==> src/rtl/softmax_normalizer_pkg.sv <==
// softmax_pkg: shared definitions for the softmax normalization stage.
//   - state_t     : top-level sequencer states (COLLECT, DIVIDE, EMIT)
//   - TOTAL_WIDTH : width of one Q(INT).(FRAC) sample at the default format
//   - SUM_WIDTH   : width of the running vector sum (cannot overflow)
//   - DIV_CYCLES  : cycles per bit-serial division (one quotient bit per cycle)
//   - ONE         : the value 1.0 in the default Q format
package softmax_pkg;

  localparam int DEF_INT_WIDTH  = 8;
  localparam int DEF_FRAC_WIDTH = 8;
  localparam int DEF_VEC_LEN    = 8;

  localparam int TOTAL_WIDTH = DEF_INT_WIDTH + DEF_FRAC_WIDTH;
  localparam int SUM_WIDTH   = TOTAL_WIDTH + $clog2(DEF_VEC_LEN);
  localparam int DIV_CYCLES  = TOTAL_WIDTH + DEF_FRAC_WIDTH;

  localparam logic [TOTAL_WIDTH-1:0] ONE = TOTAL_WIDTH'(1) << DEF_FRAC_WIDTH;

  typedef enum logic [1:0] {
    COLLECT = 2'd0,
    DIVIDE  = 2'd1,
    EMIT    = 2'd2
  } state_t;

endpackage

==> src/rtl/softmax_normalizer_if.sv <==
// softmax_normalizer_if: input and output valid/ready streams of the
// softmax normalizer.
//   in_valid/in_ready/in_data              : exponentials into the block
//   out_valid/out_ready/out_data           : normalized probabilities out
//   out_last                               : final element of a vector
//   out_zero_sum                           : vector sum was zero
// Modports: slave = the normalizer, master = the upstream/downstream side.
interface softmax_normalizer_if
  import softmax_pkg::*;
#(
  parameter int DATA_WIDTH = TOTAL_WIDTH
) ();

  logic                  in_valid;
  logic                  in_ready;
  logic [DATA_WIDTH-1:0] in_data;
  logic                  out_valid;
  logic                  out_ready;
  logic [DATA_WIDTH-1:0] out_data;
  logic                  out_last;
  logic                  out_zero_sum;

  modport slave (
    input  in_valid, in_data, out_ready,
    output in_ready, out_valid, out_data, out_last, out_zero_sum
  );

  modport master (
    output in_valid, in_data, out_ready,
    input  in_ready, out_valid, out_data, out_last, out_zero_sum
  );

endinterface

==> src/rtl/softmax_normalizer_divider.sv <==
// seq_divider: unsigned restoring divider, one quotient bit per clock.
//   clk, rst_n   : clock, asynchronous active-low reset
//   start        : load numerator/denominator; the first quotient bit is
//                  produced on this same edge
//   numerator    : NUM_WIDTH-bit dividend
//   denominator  : DEN_WIDTH-bit divisor (must be non-zero)
//   busy         : iterations remaining
//   done         : one-cycle pulse, quotient valid from this cycle on
//   quotient     : low QUO_WIDTH bits of the truncated quotient
// A division occupies NUM_WIDTH edges from start to the edge raising done.
module seq_divider #(
  parameter int NUM_WIDTH = 24,
  parameter int DEN_WIDTH = 19,
  parameter int QUO_WIDTH = 16
) (
  input  logic                 clk,
  input  logic                 rst_n,
  input  logic                 start,
  input  logic [NUM_WIDTH-1:0] numerator,
  input  logic [DEN_WIDTH-1:0] denominator,
  output logic                 busy,
  output logic                 done,
  output logic [QUO_WIDTH-1:0] quotient
);

  localparam int CNT_W = $clog2(NUM_WIDTH + 1);

  // quo_reg shifts the dividend out of its MSB while quotient bits enter
  // at its LSB, so after NUM_WIDTH steps it holds the whole quotient.
  logic [NUM_WIDTH-1:0] quo_reg;
  logic [DEN_WIDTH-1:0] rem_reg;
  logic [DEN_WIDTH-1:0] den_reg;
  logic [CNT_W-1:0]     cnt_reg;
  logic                 busy_reg;
  logic                 done_reg;

  logic [NUM_WIDTH-1:0] quo_src;
  logic [DEN_WIDTH-1:0] rem_src;
  logic [DEN_WIDTH-1:0] den_src;
  logic [DEN_WIDTH:0]   rem_shift;
  logic                 ge;
  logic [DEN_WIDTH-1:0] rem_next;
  logic [NUM_WIDTH-1:0] quo_next;

  // One restoring step, fed either from the fresh operands (start) or
  // from the running state.
  always_comb begin
    quo_src   = start ? numerator   : quo_reg;
    rem_src   = start ? '0          : rem_reg;
    den_src   = start ? denominator : den_reg;
    rem_shift = {rem_src, quo_src[NUM_WIDTH-1]};
    ge        = rem_shift >= {1'b0, den_src};
    // The remainder is always below the divisor, so the top bit of the
    // difference is zero and dropping it is exact.
    rem_next  = ge ? DEN_WIDTH'(rem_shift - {1'b0, den_src})
                   : rem_shift[DEN_WIDTH-1:0];
    quo_next  = {quo_src[NUM_WIDTH-2:0], ge};
  end

  always_ff @(posedge clk or negedge rst_n) begin
    if (!rst_n) begin
      quo_reg  <= '0;
      rem_reg  <= '0;
      den_reg  <= '0;
      cnt_reg  <= '0;
      busy_reg <= 1'b0;
      done_reg <= 1'b0;
    end else begin
      done_reg <= 1'b0;
      if (start) begin
        quo_reg  <= quo_next;
        rem_reg  <= rem_next;
        den_reg  <= denominator;
        cnt_reg  <= CNT_W'(NUM_WIDTH - 1);
        busy_reg <= 1'b1;
      end else if (busy_reg) begin
        quo_reg <= quo_next;
        rem_reg <= rem_next;
        cnt_reg <= cnt_reg - CNT_W'(1);
        if (cnt_reg == CNT_W'(1)) begin
          busy_reg <= 1'b0;
          done_reg <= 1'b1;
        end
      end
    end
  end

  assign busy     = busy_reg;
  assign done     = done_reg;
  assign quotient = quo_reg[QUO_WIDTH-1:0];

endmodule

==> src/rtl/softmax_normalizer.sv <==
// softmax_normalizer: collects VEC_LEN non-negative exponentials, sums
// them, then emits each element divided by the sum in the same signed
// Q(INT_WIDTH).(FRAC_WIDTH) format.
//   clk, rst_n : clock, asynchronous active-low reset
//   bus        : softmax_normalizer_if.slave (input and output streams)
// Phases: COLLECT (accept a full vector), then DIVIDE/EMIT per element.
// A vector is never overlapped with the next one.
module softmax_normalizer
  import softmax_pkg::*;
#(
  parameter int INT_WIDTH  = DEF_INT_WIDTH,
  parameter int FRAC_WIDTH = DEF_FRAC_WIDTH,
  parameter int VEC_LEN    = DEF_VEC_LEN
) (
  input  logic                 clk,
  input  logic                 rst_n,
  softmax_normalizer_if.slave  bus
);

  localparam int DATA_W = INT_WIDTH + FRAC_WIDTH;
  localparam int ACC_W  = DATA_W + $clog2(VEC_LEN);
  localparam int NUM_W  = DATA_W + FRAC_WIDTH;
  localparam int IDX_W  = $clog2(VEC_LEN);
  localparam logic [IDX_W-1:0] LAST_IDX = IDX_W'(VEC_LEN - 1);

  state_t              state_reg;
  logic [IDX_W-1:0]    idx_reg;
  logic [ACC_W-1:0]    sum_reg;
  logic                launched_reg;
  logic                in_ready_reg;
  logic                out_valid_reg;
  logic [DATA_W-1:0]   out_data_reg;
  logic                out_last_reg;
  logic                out_zero_sum_reg;

  logic [DATA_W-1:0]   buffer [VEC_LEN];

  logic                accept;
  logic                is_last;
  logic [DATA_W-1:0]   clamped;
  logic [NUM_W-1:0]    numerator;
  logic                div_start;
  logic                div_busy;
  logic                div_done;
  logic [DATA_W-1:0]   div_quotient;

  assign accept    = (state_reg == COLLECT) && bus.in_valid && in_ready_reg;
  assign is_last   = (idx_reg == LAST_IDX);
  // Negative exponentials can only come from upstream rounding; treat as 0.
  assign clamped   = bus.in_data[DATA_W-1] ? '0 : bus.in_data;
  assign numerator = {buffer[idx_reg], {FRAC_WIDTH{1'b0}}};
  // Launch exactly once per DIVIDE visit; a zero sum bypasses the divider.
  assign div_start = (state_reg == DIVIDE) && (sum_reg != '0)
                     && !launched_reg && !div_busy;

  for (genvar gi = 0; gi < VEC_LEN; gi++) begin : g_buf
    always_ff @(posedge clk) begin
      if (accept && (idx_reg == IDX_W'(gi))) begin
        buffer[gi] <= clamped;
      end
    end
  end

  seq_divider #(
    .NUM_WIDTH (NUM_W),
    .DEN_WIDTH (ACC_W),
    .QUO_WIDTH (DATA_W)
  ) u_div (
    .clk         (clk),
    .rst_n       (rst_n),
    .start       (div_start),
    .numerator   (numerator),
    .denominator (sum_reg),
    .busy        (div_busy),
    .done        (div_done),
    .quotient    (div_quotient)
  );

  always_ff @(posedge clk or negedge rst_n) begin
    if (!rst_n) begin
      state_reg        <= COLLECT;
      idx_reg          <= '0;
      sum_reg          <= '0;
      launched_reg     <= 1'b0;
      in_ready_reg     <= 1'b0;
      out_valid_reg    <= 1'b0;
      out_data_reg     <= '0;
      out_last_reg     <= 1'b0;
      out_zero_sum_reg <= 1'b0;
    end else begin
      case (state_reg)
        COLLECT: begin
          in_ready_reg <= 1'b1;
          if (accept) begin
            sum_reg <= sum_reg + ACC_W'(clamped);
            if (is_last) begin
              idx_reg      <= '0;
              in_ready_reg <= 1'b0;
              launched_reg <= 1'b0;
              state_reg    <= DIVIDE;
            end else begin
              idx_reg <= idx_reg + IDX_W'(1);
            end
          end
        end

        DIVIDE: begin
          if (div_start) begin
            launched_reg <= 1'b1;
          end
          if (sum_reg == '0) begin
            out_data_reg     <= '0;
            out_valid_reg    <= 1'b1;
            out_last_reg     <= is_last;
            out_zero_sum_reg <= 1'b1;
            state_reg        <= EMIT;
          end else if (div_done) begin
            // Quotient is at most 1.0, so its low DATA_W bits are exact.
            out_data_reg     <= div_quotient;
            out_valid_reg    <= 1'b1;
            out_last_reg     <= is_last;
            out_zero_sum_reg <= 1'b0;
            state_reg        <= EMIT;
          end
        end

        EMIT: begin
          if (bus.out_ready) begin
            out_valid_reg <= 1'b0;
            out_last_reg  <= 1'b0;
            launched_reg  <= 1'b0;
            if (is_last) begin
              idx_reg      <= '0;
              sum_reg      <= '0;
              in_ready_reg <= 1'b1;
              state_reg    <= COLLECT;
            end else begin
              idx_reg   <= idx_reg + IDX_W'(1);
              state_reg <= DIVIDE;
            end
          end
        end

        default: begin
          state_reg <= COLLECT;
        end
      endcase
    end
  end

  assign bus.in_ready     = in_ready_reg;
  assign bus.out_valid    = out_valid_reg;
  assign bus.out_data     = out_data_reg;
  assign bus.out_last     = out_last_reg;
  assign bus.out_zero_sum = out_zero_sum_reg;

endmodule

==> src/flat_wrapper.sv <==
// flat-port wrapper written by rule: the top's interface ports become plain ports
module softmax_normalizer_flat import softmax_pkg::*;
#(
  parameter int INT_WIDTH  = DEF_INT_WIDTH,
  parameter int FRAC_WIDTH = DEF_FRAC_WIDTH,
  parameter int VEC_LEN    = DEF_VEC_LEN
)
  (clk, rst_n, bus_in_valid, bus_in_data, bus_out_ready, bus_in_ready, bus_out_valid, bus_out_data, bus_out_last, bus_out_zero_sum);
  softmax_normalizer_if #(.DATA_WIDTH(TOTAL_WIDTH)) bus_i ();
  input  logic clk;
  input  logic rst_n;
  input wire logic [$bits(bus_i.in_valid)-1:0] bus_in_valid;
  input wire logic [$bits(bus_i.in_data)-1:0] bus_in_data;
  input wire logic [$bits(bus_i.out_ready)-1:0] bus_out_ready;
  output wire logic [$bits(bus_i.in_ready)-1:0] bus_in_ready;
  output wire logic [$bits(bus_i.out_valid)-1:0] bus_out_valid;
  output wire logic [$bits(bus_i.out_data)-1:0] bus_out_data;
  output wire logic [$bits(bus_i.out_last)-1:0] bus_out_last;
  output wire logic [$bits(bus_i.out_zero_sum)-1:0] bus_out_zero_sum;
  assign bus_i.in_valid = bus_in_valid;
  assign bus_i.in_data = bus_in_data;
  assign bus_i.out_ready = bus_out_ready;
  assign bus_in_ready = bus_i.in_ready;
  assign bus_out_valid = bus_i.out_valid;
  assign bus_out_data = bus_i.out_data;
  assign bus_out_last = bus_i.out_last;
  assign bus_out_zero_sum = bus_i.out_zero_sum;
  softmax_normalizer #(.INT_WIDTH(INT_WIDTH), .FRAC_WIDTH(FRAC_WIDTH), .VEC_LEN(VEC_LEN)) u_core (.clk(clk), .rst_n(rst_n), .bus(bus_i));
endmodule
==> config.mk <==
export PLATFORM = sky130hd
export DESIGN_NAME = softmax_normalizer_flat
export DESIGN_NICKNAME = d
export VERILOG_FILES = /design/src/rtl/softmax_normalizer_pkg.sv /design/src/rtl/softmax_normalizer_if.sv /design/src/rtl/softmax_normalizer_divider.sv /design/src/rtl/softmax_normalizer.sv /design/src/flat_wrapper.sv
export SDC_FILE = /design/constraint.sdc
export NUM_CORES = 1
export LEC_CHECK = 0
export ABC_AREA = 1
export CAP_MARGIN = 30
export CELL_PAD_IN_SITES_DETAIL_PLACEMENT = 0
export CELL_PAD_IN_SITES_GLOBAL_PLACEMENT = 1
export CORE_ASPECT_RATIO = 0.6
export CORE_MARGIN = 5
export CORE_UTILIZATION = 48
export DETAILED_ROUTE_END_ITERATION = 12
export PLACE_DENSITY = 0.88
export SLEW_MARGIN = 15
export SYNTH_ARGS = -nofsm -noshare
export SYNTH_HDL_FRONTEND = slang
export SYNTH_SLANG_ARGS = --single-unit
==> constraint.sdc <==
create_clock -name clk -period 9.1 [get_ports clk]
set_input_delay 2.275 -clock clk [delete_from_list [all_inputs] [get_ports clk]]
set_output_delay 2.275 -clock clk [all_outputs]
set_load 0.005 [all_outputs]
==> impl_metrics.csv <==
group,metric,value,unit
synth,syn_area_per_cell,9.18,sq um
synth,yosysWarnings,0,
grt,grt_max_degree,75,
route,detail_route.first_pass.iterations,5,
layout,fin_nets,1367,
route,antenna_left,0,
sta,timing.setup.tns,0,ns
grt,grtUsageTotal,21.7,%
setup_path,end_kind,"register",
cts,cts.sinks,234,
synth,synth.area.top_cells,"edfxtp_1, dfrtp_1, nand2_1",
synth,synthArstFlopShare,48.7,%
layout,largest_reg_flops,120,
sta,slew_violations,0,
power,powerDensity,379,mW/mm^2
layout,syn_to_final_growth,13.5,%
layout,fillers,2145,
synth,synthesis.nets,1334,
cts,post-cts-setup-buffer-count,0,
synth,ys_types,45,
floorplan,fp.dieW,211,um
sta,fin_crit_sh,61.1,%
cts,cts_tree,"built",
synth,synthTopCellsByCount,"nand2_1, inv_1, edfxtp_1, nor2_1, dfrtp_1",
setup_path,path_max_fanout,15,
power,combPwrFrac,49.8,%
route,drc,0,
synth,synth.most_common_cell,"nand2_1",
layout,fin_area,0.0133,sq mm
grt,grt_overflow,0,
hold_path,hold_class,"register to register",
cts,clockBufferDepth,3,
cts,clk_pin_slew,0.07,ns
route,wl_per_cell,18.0,um
sta,max_slew_margin,33.9,%
setup_path,path_class,"primary input to register",
place,io_buffers,39,
grt,grt_pass1_wl,47500,um
power,power.internal,2820,uW
synth,yosys.area.top_type,"edfxtp_1",
sta,fin_worst_skew,0.0187,ns
sta,fin_crit,5.56,ns
synth,syn_area,0.0117,sq mm
route,drt-total-wl,29700,um
setup_path,setup.worst_path.start_class,"primary input",
flow_run,cap_viol_max_count,0,
cts,cts-resized-gates,0,
cts,htree_levels,1,
power,switching_share,44.0,%
floorplan,die_y,131,um
status,run_status,"completed",
sta,rsz0062_at_grt,"false",
power,p_seq_share,31.6,%
layout,layout-drive-gt1-share,6.81,%
sta,timing.fmax,180,MHz
sta,final.setup.worst_slack,3.54,ns
layout,regArea,0.00646,sq mm
sta,setup_viol,0,
cts,clk_latency,0.52,ns
synth,ys_seq_elements,234,
power,leakagePower,0.00585,uW
synth,synth_enable_flop_cells,120,
sta,worst_pin_slew,0.989,ns
floorplan,dieArea,0.0276,sq mm
floorplan,core-area,0.0241,sq mm
power,ir_drop,160,uV
setup_path,arrival,6.00,ns
grt,antenna_found_initial,0,
cts,cts_hold_buf,0,
route,drtIter0Drc,884,
floorplan,start_util,48.5,%
route,vias,9128,
synth,synth-seq-area-share,55.3,%
place,place_congestion,0.966,
synth,syn_inst,1272,
cts,cts_inserted_buffers,23,
sta,hold_viol,0,
place,dpl_cell_area,0.0124,sq mm
power,p_switching,2210,uW
power,power,5030,uW
setup_path,cp.required,9.54,ns
floorplan,pin_count,40,
grt,grt_pass1_vias,8468,
place,post-place-ws,3.08,ns
layout,antenna_cells,0,
synth,synth_top_area_share,30.9,%
power,clockPowerShare,18.5,%
cts,cts_root_buffer,"clkbuf_16",
synth,synthFlopType,"edfxtp_1",
floorplan,num_rows,44,
layout,multi_input_area,0.00447,sq mm
route,routed_via_density,5.55,
place,dp_hpwl,20300,um
critical path, cell delays in order:
cell and delay, ns:
clkdlybuf4s50_1 0.72, nor2_1 0.63, ha_1 0.29, fa_1 0.23, nand2_1 0.08, nor3_1 0.25
nor2_1 0.12, nor2_1 0.15, nor2_1 0.07, o21ai_0 0.40, nand3_1 0.12, inv_1 0.10
nor2_1 0.04, nor2_1 0.13, o211ai_1 0.12, nand2_1 0.09, o21ai_0 0.09, nor2_1 0.10
logic make-up after synthesis:
group	share of synthesized area, %
and+or+nand+nor	19.5
DFF	55.3
AOI/OAI and AO/OA	11.4
buffers and inverters	7.03
adders and majority gates	4.63
muxes	1.37
xor gates and xnor gates	0.750
worst paths after layout:
check / start / to / slack [ns] / cells after the start
max in group asynchronous: rst_n / u_core.u_div.rem_reg[11] / 6.29 / 3
worst max register to register: u_core.sum_reg[9] / u_core.u_div.rem_reg[15] / 4.12 / 24
worst max-delay path: bus_in_data[15] / u_core.sum_reg[16] / 3.54 / 18
min in group asynchronous: rst_n / u_core.bus.out_data[12] / 1.71 / 1
worst min register to register: u_core.u_div.cnt_reg[2] / u_core.u_div.done / 0.47 / 1
worst min-delay path: u_core.u_div.cnt_reg[2] / u_core.u_div.done / 0.47 / 1
layout make-up:
cell class                      count  area share, %
Multi-Input combinational cell    828           33.7
Clock inverter                     16           1.07
Tap cell                          322           3.04
Clock buffer                       26           4.43
Timing Repair Buffer               56           4.42
Inverter                          162           4.59
Sequential cell                   234           48.7
power by group through the flow:
| stage | Combinational [uW] | Sequential (uW) | Clock (uW) |
|---|---|---|---|
| after CTS | 2450 | 1590 | 949 |
| after global routing | 2820 | 1620 | 997 |
| after global placement | 2380 | 1600 | 0 |
| after floorplan | 1780 | 1570 | 0 |
| after detailed placement | 2430 | 1610 | 0 |
| final | 2510 | 1590 | 931 |
through the flow:
| step | hold slack [ns] | std cells | util [%] |
|---|---|---|---|
| 4_1_cts | 0.474 | 1638 | 54.6 |
| 3_3_place_gp | 0.458 | 1594 | 51.5 |
| 3_5_place_dp | 0.466 | 1596 | 51.6 |
| 5_1_grt | 0.502 | 1644 | 55.1 |
| 6_report | 0.469 | 1644 | 55.1 |
| 2_1_floorplan | 0.442 | 1272 | - |
layer usage:
layer  share of wire, %  wire [um]  track usage [%]
met1                 50      14700             35.6
met2                 39      11700             30.4
met3                9.7       2880             3.91
met4                1.3        388             3.18
met5                  0          0                0
placed cells by master, fill, tap and decap left out, drive strengths merged, types with 4 or more instances in the layout:
| cell type | count |
|---|---|
| nand3 | 87 |
| o21a | 5 |
| clkinv | 11 |
| o211ai | 4 |
| edfxtp | 120 |
| nand2 | 290 |
| xnor2 | 4 |
| xor2 | 6 |
| ha | 40 |
| clkdlybuf4s50 | 38 |
| o221ai | 30 |
| clkinvlp | 5 |
| o21bai | 4 |
| o21ai | 103 |
| nand4 | 11 |
| buf | 18 |
| mux2i | 16 |
| a21oi | 39 |
| o22ai | 30 |
| dfrtp | 114 |
| inv | 160 |
| nor3 | 16 |
| clkbuf | 26 |
| nor2 | 124 |
No activity file was read; power rests on OpenSTA's default activity.
